===== src/rtl/io_port_bridge.sv =====
// ---------------------------------------------------------------------------
// io_port_bridge
//
// External-side endpoint of the processor I/O interface. It sits beside the
// core at top level and does three jobs:
//   * Captures every core OUT write into an output FIFO that an external host
//     drains over a valid/ready handshake.
//   * Buffers host words in an input FIFO whose head is presented to the
//     core's In_Port. Each core IN strobe pops one word.
//   * Raises the core's interupt line for INT_PULSE cycles when input data is
//     waiting, then waits for the ISR's read before it can re-arm.
//
// Handshake rule for both host channels: a word moves on a rising clk edge
// exactly when valid and ready are both high at that edge. The sender holds
// data stable while valid is high and ready is low. Ready never depends on
// valid.
//
// Ports
//   clk            in   1       rising-edge clock
//   reset          in   1       asynchronous, active-low reset
//   cpu_out_data   in   DATA_W  core Out_Port value
//   cpu_out_wr     in   1       core OUT strobe, one cycle per write
//   cpu_in_rd      in   1       core IN strobe, one cycle per read (pops input FIFO)
//   cpu_in_data    out  DATA_W  input FIFO head, 0 when empty
//   interupt       out  1       interrupt to core
//   int_en         in   1       interrupt generation enable
//   host_in_data   in   DATA_W  host word for the core
//   host_in_valid  in   1       host_in_data valid
//   host_in_ready  out  1       input FIFO can take a word this edge
//   host_out_data  out  DATA_W  output FIFO head, 0 when empty
//   host_out_valid out  1       output FIFO not empty
//   host_out_ready in   1       host accepts host_out_data
//   ovf_flag       out  1       sticky: core write dropped because output FIFO full
//   unf_flag       out  1       sticky: core read while input FIFO empty
//   int_state      out  2       interrupt FSM state (debug observation)
// ---------------------------------------------------------------------------
module io_port_bridge #(
    parameter int DATA_W    = 16,
    parameter int DEPTH     = 4,
    parameter int INT_PULSE = 1
) (
    input  logic              clk,
    input  logic              reset,
    input  logic [DATA_W-1:0] cpu_out_data,
    input  logic              cpu_out_wr,
    input  logic              cpu_in_rd,
    output logic [DATA_W-1:0] cpu_in_data,
    output logic              interupt,
    input  logic              int_en,
    input  logic [DATA_W-1:0] host_in_data,
    input  logic              host_in_valid,
    output logic              host_in_ready,
    output logic [DATA_W-1:0] host_out_data,
    output logic              host_out_valid,
    input  logic              host_out_ready,
    output logic              ovf_flag,
    output logic              unf_flag,
    output logic [1:0]        int_state
);

    localparam int PTR_W = $clog2(DEPTH);
    localparam logic [PTR_W:0] FULL_CNT = (PTR_W + 1)'(DEPTH);

    // Pulse-length counter sized for INT_PULSE-1, with a 1-bit floor.
    localparam int PCNT_W = (INT_PULSE > 1) ? $clog2(INT_PULSE) : 1;
    localparam logic [PCNT_W-1:0] PCNT_LAST = PCNT_W'(INT_PULSE - 1);

    // Interrupt FSM encoding.
    localparam logic [1:0] ST_IDLE  = 2'd0;
    localparam logic [1:0] ST_PULSE = 2'd1;
    localparam logic [1:0] ST_SERVE = 2'd2;

    // -----------------------------------------------------------------------
    // Input FIFO: host -> core
    // -----------------------------------------------------------------------
    logic [DATA_W-1:0] in_mem [DEPTH];
    logic [PTR_W-1:0]  in_wr_ptr;
    logic [PTR_W-1:0]  in_rd_ptr;
    logic [PTR_W:0]    in_count;
    logic              in_empty;
    logic              in_full;
    logic              in_push;
    logic              in_pop;

    assign in_empty = (in_count == '0);
    assign in_full  = (in_count == FULL_CNT);
    assign in_pop   = cpu_in_rd & ~in_empty;

    // When full, a core read in the same cycle frees the slot the host word
    // lands in, so push and pop both happen and the count holds at DEPTH.
    assign host_in_ready = ~in_full | cpu_in_rd;
    assign in_push       = host_in_valid & host_in_ready;

    always_ff @(posedge clk or negedge reset) begin
        if (!reset) begin
            in_wr_ptr <= '0;
            in_rd_ptr <= '0;
            in_count  <= '0;
            unf_flag  <= 1'b0;
        end else begin
            if (in_push) begin
                in_wr_ptr <= in_wr_ptr + 1'b1;
            end
            if (in_pop) begin
                in_rd_ptr <= in_rd_ptr + 1'b1;
            end
            case ({in_push, in_pop})
                2'b10:   in_count <= in_count + 1'b1;
                2'b01:   in_count <= in_count - 1'b1;
                default: in_count <= in_count;
            endcase
            if (cpu_in_rd && in_empty) begin
                unf_flag <= 1'b1;
            end
        end
    end

    // Storage needs no reset: every read of it is gated by the count.
    always_ff @(posedge clk) begin
        if (in_push) begin
            in_mem[in_wr_ptr] <= host_in_data;
        end
    end

    assign cpu_in_data = in_empty ? '0 : in_mem[in_rd_ptr];

    // -----------------------------------------------------------------------
    // Output FIFO: core -> host
    // -----------------------------------------------------------------------
    logic [DATA_W-1:0] out_mem [DEPTH];
    logic [PTR_W-1:0]  out_wr_ptr;
    logic [PTR_W-1:0]  out_rd_ptr;
    logic [PTR_W:0]    out_count;
    logic              out_empty;
    logic              out_full;
    logic              out_push;
    logic              out_pop;

    assign out_empty      = (out_count == '0);
    assign out_full       = (out_count == FULL_CNT);
    assign host_out_valid = ~out_empty;
    assign out_pop        = host_out_valid & host_out_ready;

    // A core write into a full FIFO still lands if the host drains the head
    // on the same edge; otherwise the word is lost and ovf_flag latches.
    assign out_push = cpu_out_wr & (~out_full | out_pop);

    always_ff @(posedge clk or negedge reset) begin
        if (!reset) begin
            out_wr_ptr <= '0;
            out_rd_ptr <= '0;
            out_count  <= '0;
            ovf_flag   <= 1'b0;
        end else begin
            if (out_push) begin
                out_wr_ptr <= out_wr_ptr + 1'b1;
            end
            if (out_pop) begin
                out_rd_ptr <= out_rd_ptr + 1'b1;
            end
            case ({out_push, out_pop})
                2'b10:   out_count <= out_count + 1'b1;
                2'b01:   out_count <= out_count - 1'b1;
                default: out_count <= out_count;
            endcase
            if (cpu_out_wr && !out_push) begin
                ovf_flag <= 1'b1;
            end
        end
    end

    always_ff @(posedge clk) begin
        if (out_push) begin
            out_mem[out_wr_ptr] <= cpu_out_data;
        end
    end

    assign host_out_data = out_empty ? '0 : out_mem[out_rd_ptr];

    // -----------------------------------------------------------------------
    // Interrupt FSM
    //   IDLE  : line low; arms when enabled and input data is waiting.
    //   PULSE : line high for INT_PULSE cycles.
    //   SERVE : line low until the ISR reads In_Port; then back to IDLE,
    //           which guarantees at least one low cycle between pulses.
    // Dropping int_en returns to IDLE on the next edge; data still queued
    // retriggers once it is raised again.
    // -----------------------------------------------------------------------
    logic [1:0]        state;
    logic [PCNT_W-1:0] pulse_cnt;

    always_ff @(posedge clk or negedge reset) begin
        if (!reset) begin
            state     <= ST_IDLE;
            pulse_cnt <= '0;
        end else if (!int_en) begin
            state     <= ST_IDLE;
            pulse_cnt <= '0;
        end else begin
            case (state)
                ST_IDLE: begin
                    if (!in_empty) begin
                        state     <= ST_PULSE;
                        pulse_cnt <= '0;
                    end
                end
                ST_PULSE: begin
                    if (pulse_cnt == PCNT_LAST) begin
                        state <= ST_SERVE;
                    end else begin
                        pulse_cnt <= pulse_cnt + 1'b1;
                    end
                end
                ST_SERVE: begin
                    if (cpu_in_rd) begin
                        state <= ST_IDLE;
                    end
                end
                default: begin
                    state     <= ST_IDLE;
                    pulse_cnt <= '0;
                end
            endcase
        end
    end

    // Decoded straight from the state register, so the line is glitch-free
    // and falls immediately when reset is asserted.
    assign interupt  = (state == ST_PULSE);
    assign int_state = state;

endmodule


===== config.mk =====
export PLATFORM = sky130hd
export DESIGN_NAME = io_port_bridge
export DESIGN_NICKNAME = d
export VERILOG_FILES = /design/src/rtl/io_port_bridge.sv
export SDC_FILE = /design/constraint.sdc
export NUM_CORES = 1
export LEC_CHECK = 0
export ABC_AREA = 1
export BUFFER_PORTS_ARGS = -buffer_cell sky130_fd_sc_hd__buf_2
export CORE_ASPECT_RATIO = 1.5
export CORE_MARGIN = 8
export CORE_UTILIZATION = 43
export DETAILED_ROUTE_END_ITERATION = 7
export MAX_ROUTING_LAYER = met4
export PLACE_DENSITY = 0.62
export SLEW_MARGIN = 20
export SYNTH_ARGS = -nofsm -noshare
export SYNTH_HDL_FRONTEND = slang
export SYNTH_SLANG_ARGS = --single-unit
export TNS_END_PERCENT = 30

===== constraint.sdc =====
create_clock -name clk -period 4.5 [get_ports clk]
set_input_delay 0.9 -clock clk [delete_from_list [all_inputs] [get_ports clk]]
set_output_delay 0.9 -clock clk [all_outputs]
set_load 0.005 [all_outputs]

==> key figures <==
Floorplanning
  • DIE AREA: 20,000 um^2
  • Ports: 78
  • Row cnt: 56
  • Die Wd: 118 um
  • Die extent in y: between 150 and 200 um
  • Initial Util: 0.435
  • CORE AREA: 15,500 um^2

Clocking
  • CTS buffer count: 17
  • Resized cells post-CTS: 0
  • CTS tree: done
  • Worst skew pair latency: 410 ps
  • CTS sink count: roughly 150
  • Root buffer cell: clkbuf_16
  • Post-CTS Setup Repair Bufs: 0
  • CTS hold repair buffers: 0
  • Max Buffers Root-to-Sink: 2
  • CTS clk-pin slew, worst paths: 60 ps
  • Htree depth: 4

Global route
  • Total gr overflow: 0
  • Global-route met1 utilization: 0.154
  • GR Layer Usage met2: 0.264
  • Global-route wire length before repair: roughly 22,000 um
  • Met3 usage: 0.0306
  • Largest net degree at the start of global routing: 36
  • Antenna violations before repair: 0
  • Total GRT Usage: 0.148
  • Vias in the first global route: between 4,000 and 5,000
  • Global route hottest layer: met2

Critical path
  • CP delay by family, top: flip-flops
  • WP data required: 3600 ps
  • Crit. End Element: output pin
  • CP Cell Sequence: inv_4, nand2_1, nand3_1, a21oi_1, buf_2
  • WP data arrival: between 2000 and 2500 ps
  • Reg2reg start: out_count[1]$_DFFE_PN0P_
  • Stages on worst setup path: 5
  • Crit-path max FO: 33
  • CP max stage cell: dfrtp_1
  • CP Capture Point: cpu_in_data[14]
  • CP Buf/Inv Count: 2
  • Startpoint Class: flip-flop
  • Critical Path Max Stage Delay: between 900 and 1000 ps
  • End of the worst register-to-register path: out_count[2]$_DFFE_PN0P_
  • CP Class: flip-flop to output pin
  • CP startpoint: in_rd_ptr[0]$_DFFE_PN0P_
  • R2r setup slk: between 2000 and 3000 ps
  • Worst Reg-to-Reg Cells: 10

Yosys
  • Post-synth ARST share: 0.123
  • Yosys top cell by area: edfxtp_1
  • Most common cell in the netlist: inv_1
  • Synthesized area: ~6700 um^2
  • Post-synthesis register bit count: roughly 150
  • Yosys top cell area share: 0.570
  • Ys Warns: 0
  • Top post-synthesis cells by count: inv_1, nand2_1, edfxtp_1
  • Top_reg_cell synth: edfxtp_1
  • Mapped Cells: around 640
  • Synthesized Nets: 687
  • Sequential area share after synthesis: 0.637
  • Top post-synthesis cells by area: edfxtp_1, inv_1, nand2_1, dfrtp_1, nand3_1
  • EDFF count, synth: 128
  • Count of different cell masters after synthesis: 23
  • Mapped Avg Cell Area: 10.6 um^2

Power and ir drop
  • Leakage power: 3.65 nW
  • Maximum vdd drop: between 0.3 and 0.4 mV
  • Pwr/cell area: between 600 and 700 nW/um^2

Cells and area
  • Layout cells sized above 1: 0.241
  • Post-layout nets: about 770
  • Post-layout util: 0.511
  • Final Cell Area: roughly 7900 um^2
  • Final antenna diode count: 0
  • Synth-to-Final Area Change: 17.3%

Route
  • Drt via density: between 4 and 5
  • Vias post-DR: 4,393
  • Remaining DRCs: 0
  • DRT iter0 DRCs: 238
  • Final ANT Viol Nets: 0
  • Pre-antenna DRT Iters: 5
  • WL final: between 10,000 and 15,000 um
  • WL/cell: about 15 um

STA
  • Fin Setup TNS: 0 ps
  • Final worst path period need: ~3200 ps
  • Slew headroom: 0.419
  • Final worst path period share: 0.705
  • Slew Limit Fails: 0
  • Final Hold Viols: 0
  • RSZ-0062 raised after global routing: no
  • Final setup vio count: 0
  • Actual slew at the worst max-slew pin: 872 ps
  • Clk_skew: between 8 and 9 ps
  • Max Clock Freq: about 320 MHz

Job
  • Max-cap violations: 0

Placement
  • Post-Place Cell Area: ~7300 um^2
  • Port Buffers: 77
  • GPL Wtd Cong: between 0.7 and 0.8
  • DPL Wire Length: ~9500 um

Min path
  • Hold Path Class: primary input to async pin

Outcome
  • Outcome: finished clean
## cells in the final DEF, fill, tap and decap left out, types with 5 or more instances in the layout
master | netlist | routed
a21oi_2 | 23 | 23
edfxtp_1 | 128 | 128
buf_4 | 0 | 11
o21ai_0 | 5 | 5
nor2_1 | 12 | 12
a21oi_1 | 9 | 9
clkbuf_16 | 0 | 17
nand3_2 | 13 | 13
nand2_1 | 149 | 149
buf_2 | 8 | 77
dfrtp_1 | 18 | 18
nand3_1 | 59 | 59
bufinv_16 | 0 | 5
nand2_2 | 14 | 14
ha_1 | 10 | 10
inv_1 | 155 | 155
## layout make-up
class                   instances  area, um^2
well taps                     203         254
repair buffers                 88         468
fillers                      1355        7580
inverters                     162         621
flip-flops and latches        146        4290
clock buffers                  19         433
clock inverters                13         209
multi-input cells             306        1630
## cells by family after synthesis
logic type / share of synthesized area
AOI/OAI and AO/OA: 0.0427
xor gates and xnor gates: 0.00520
adders and majority gates: 0.0245
buffers and inverters: 0.121
DFF: 0.637
and+or+nand+nor: 0.169
## where the power goes
| group | switching (W) | internal [W] | total, W |
|---|---|---|---|
| sequential | 0.000186 | 0.00177 | 0.00195 |
| clock | 0.000537 | 0.000985 | 0.00152 |
| combinational | 0.00112 | 0.000675 | 0.00180 |
| total | 0.00185 | 0.00343 | 0.00528 |
## how the worst min path moves through the flow
| stage | startpoint | endpoint | cells after the start |
|---|---|---|---|
| final | reset | out_count[2]$_DFFE_PN0P_ | 1 |
| after detailed placement | ovf_flag$_DFFE_PN0P_ | ovf_flag$_DFFE_PN0P_ | 1 |
| after CTS | reset | out_count[2]$_DFFE_PN0P_ | 1 |
| after floorplan | out_count[2]$_DFFE_PN0P_ | out_count[2]$_DFFE_PN0P_ | 2 |
| after global routing | reset | out_rd_ptr[1]$_DFFE_PN0P_ | 1 |
| after global placement | out_count[2]$_DFFE_PN0P_ | out_count[2]$_DFFE_PN0P_ | 2 |
## metal layers
metal / wire length [um] / share of wire
met1: 5790 / 0.41
met3: 566 / 0.040
met5: 0 / 0
met4: 261 / 0.018
met2: 7600 / 0.53
## through the flow
stage          worst slack, ps  instances  hold slack (ps)  power (W)
6_report                  1330        937              413    0.00528
5_1_grt                   1150        937              436    0.00559
4_1_cts                   1290        937              419    0.00535
3_5_place_dp              1730        905              462    0.00381
3_3_place_gp              1770        905              457    0.00376
2_1_floorplan             2250        636              442    0.00325
## worst register-to-register path: cells and delay by family, from the launching register on
family	cells	cell delay [ps]
simple gates	7	730
fa+ha+maj	2	610
flops	1	400
buf+inv	1	80
## flip-flops by register name (all words and copies together) (netlist names)
name,count
in_mem,64
out_mem,64
in_count,3
out_count,3
in_rd_ptr,2
in_wr_ptr,2
int_state,2
out_rd_ptr,2
out_wr_ptr,2
ovf_flag,1
unf_flag,1
(Power assumes the default switching activity.)
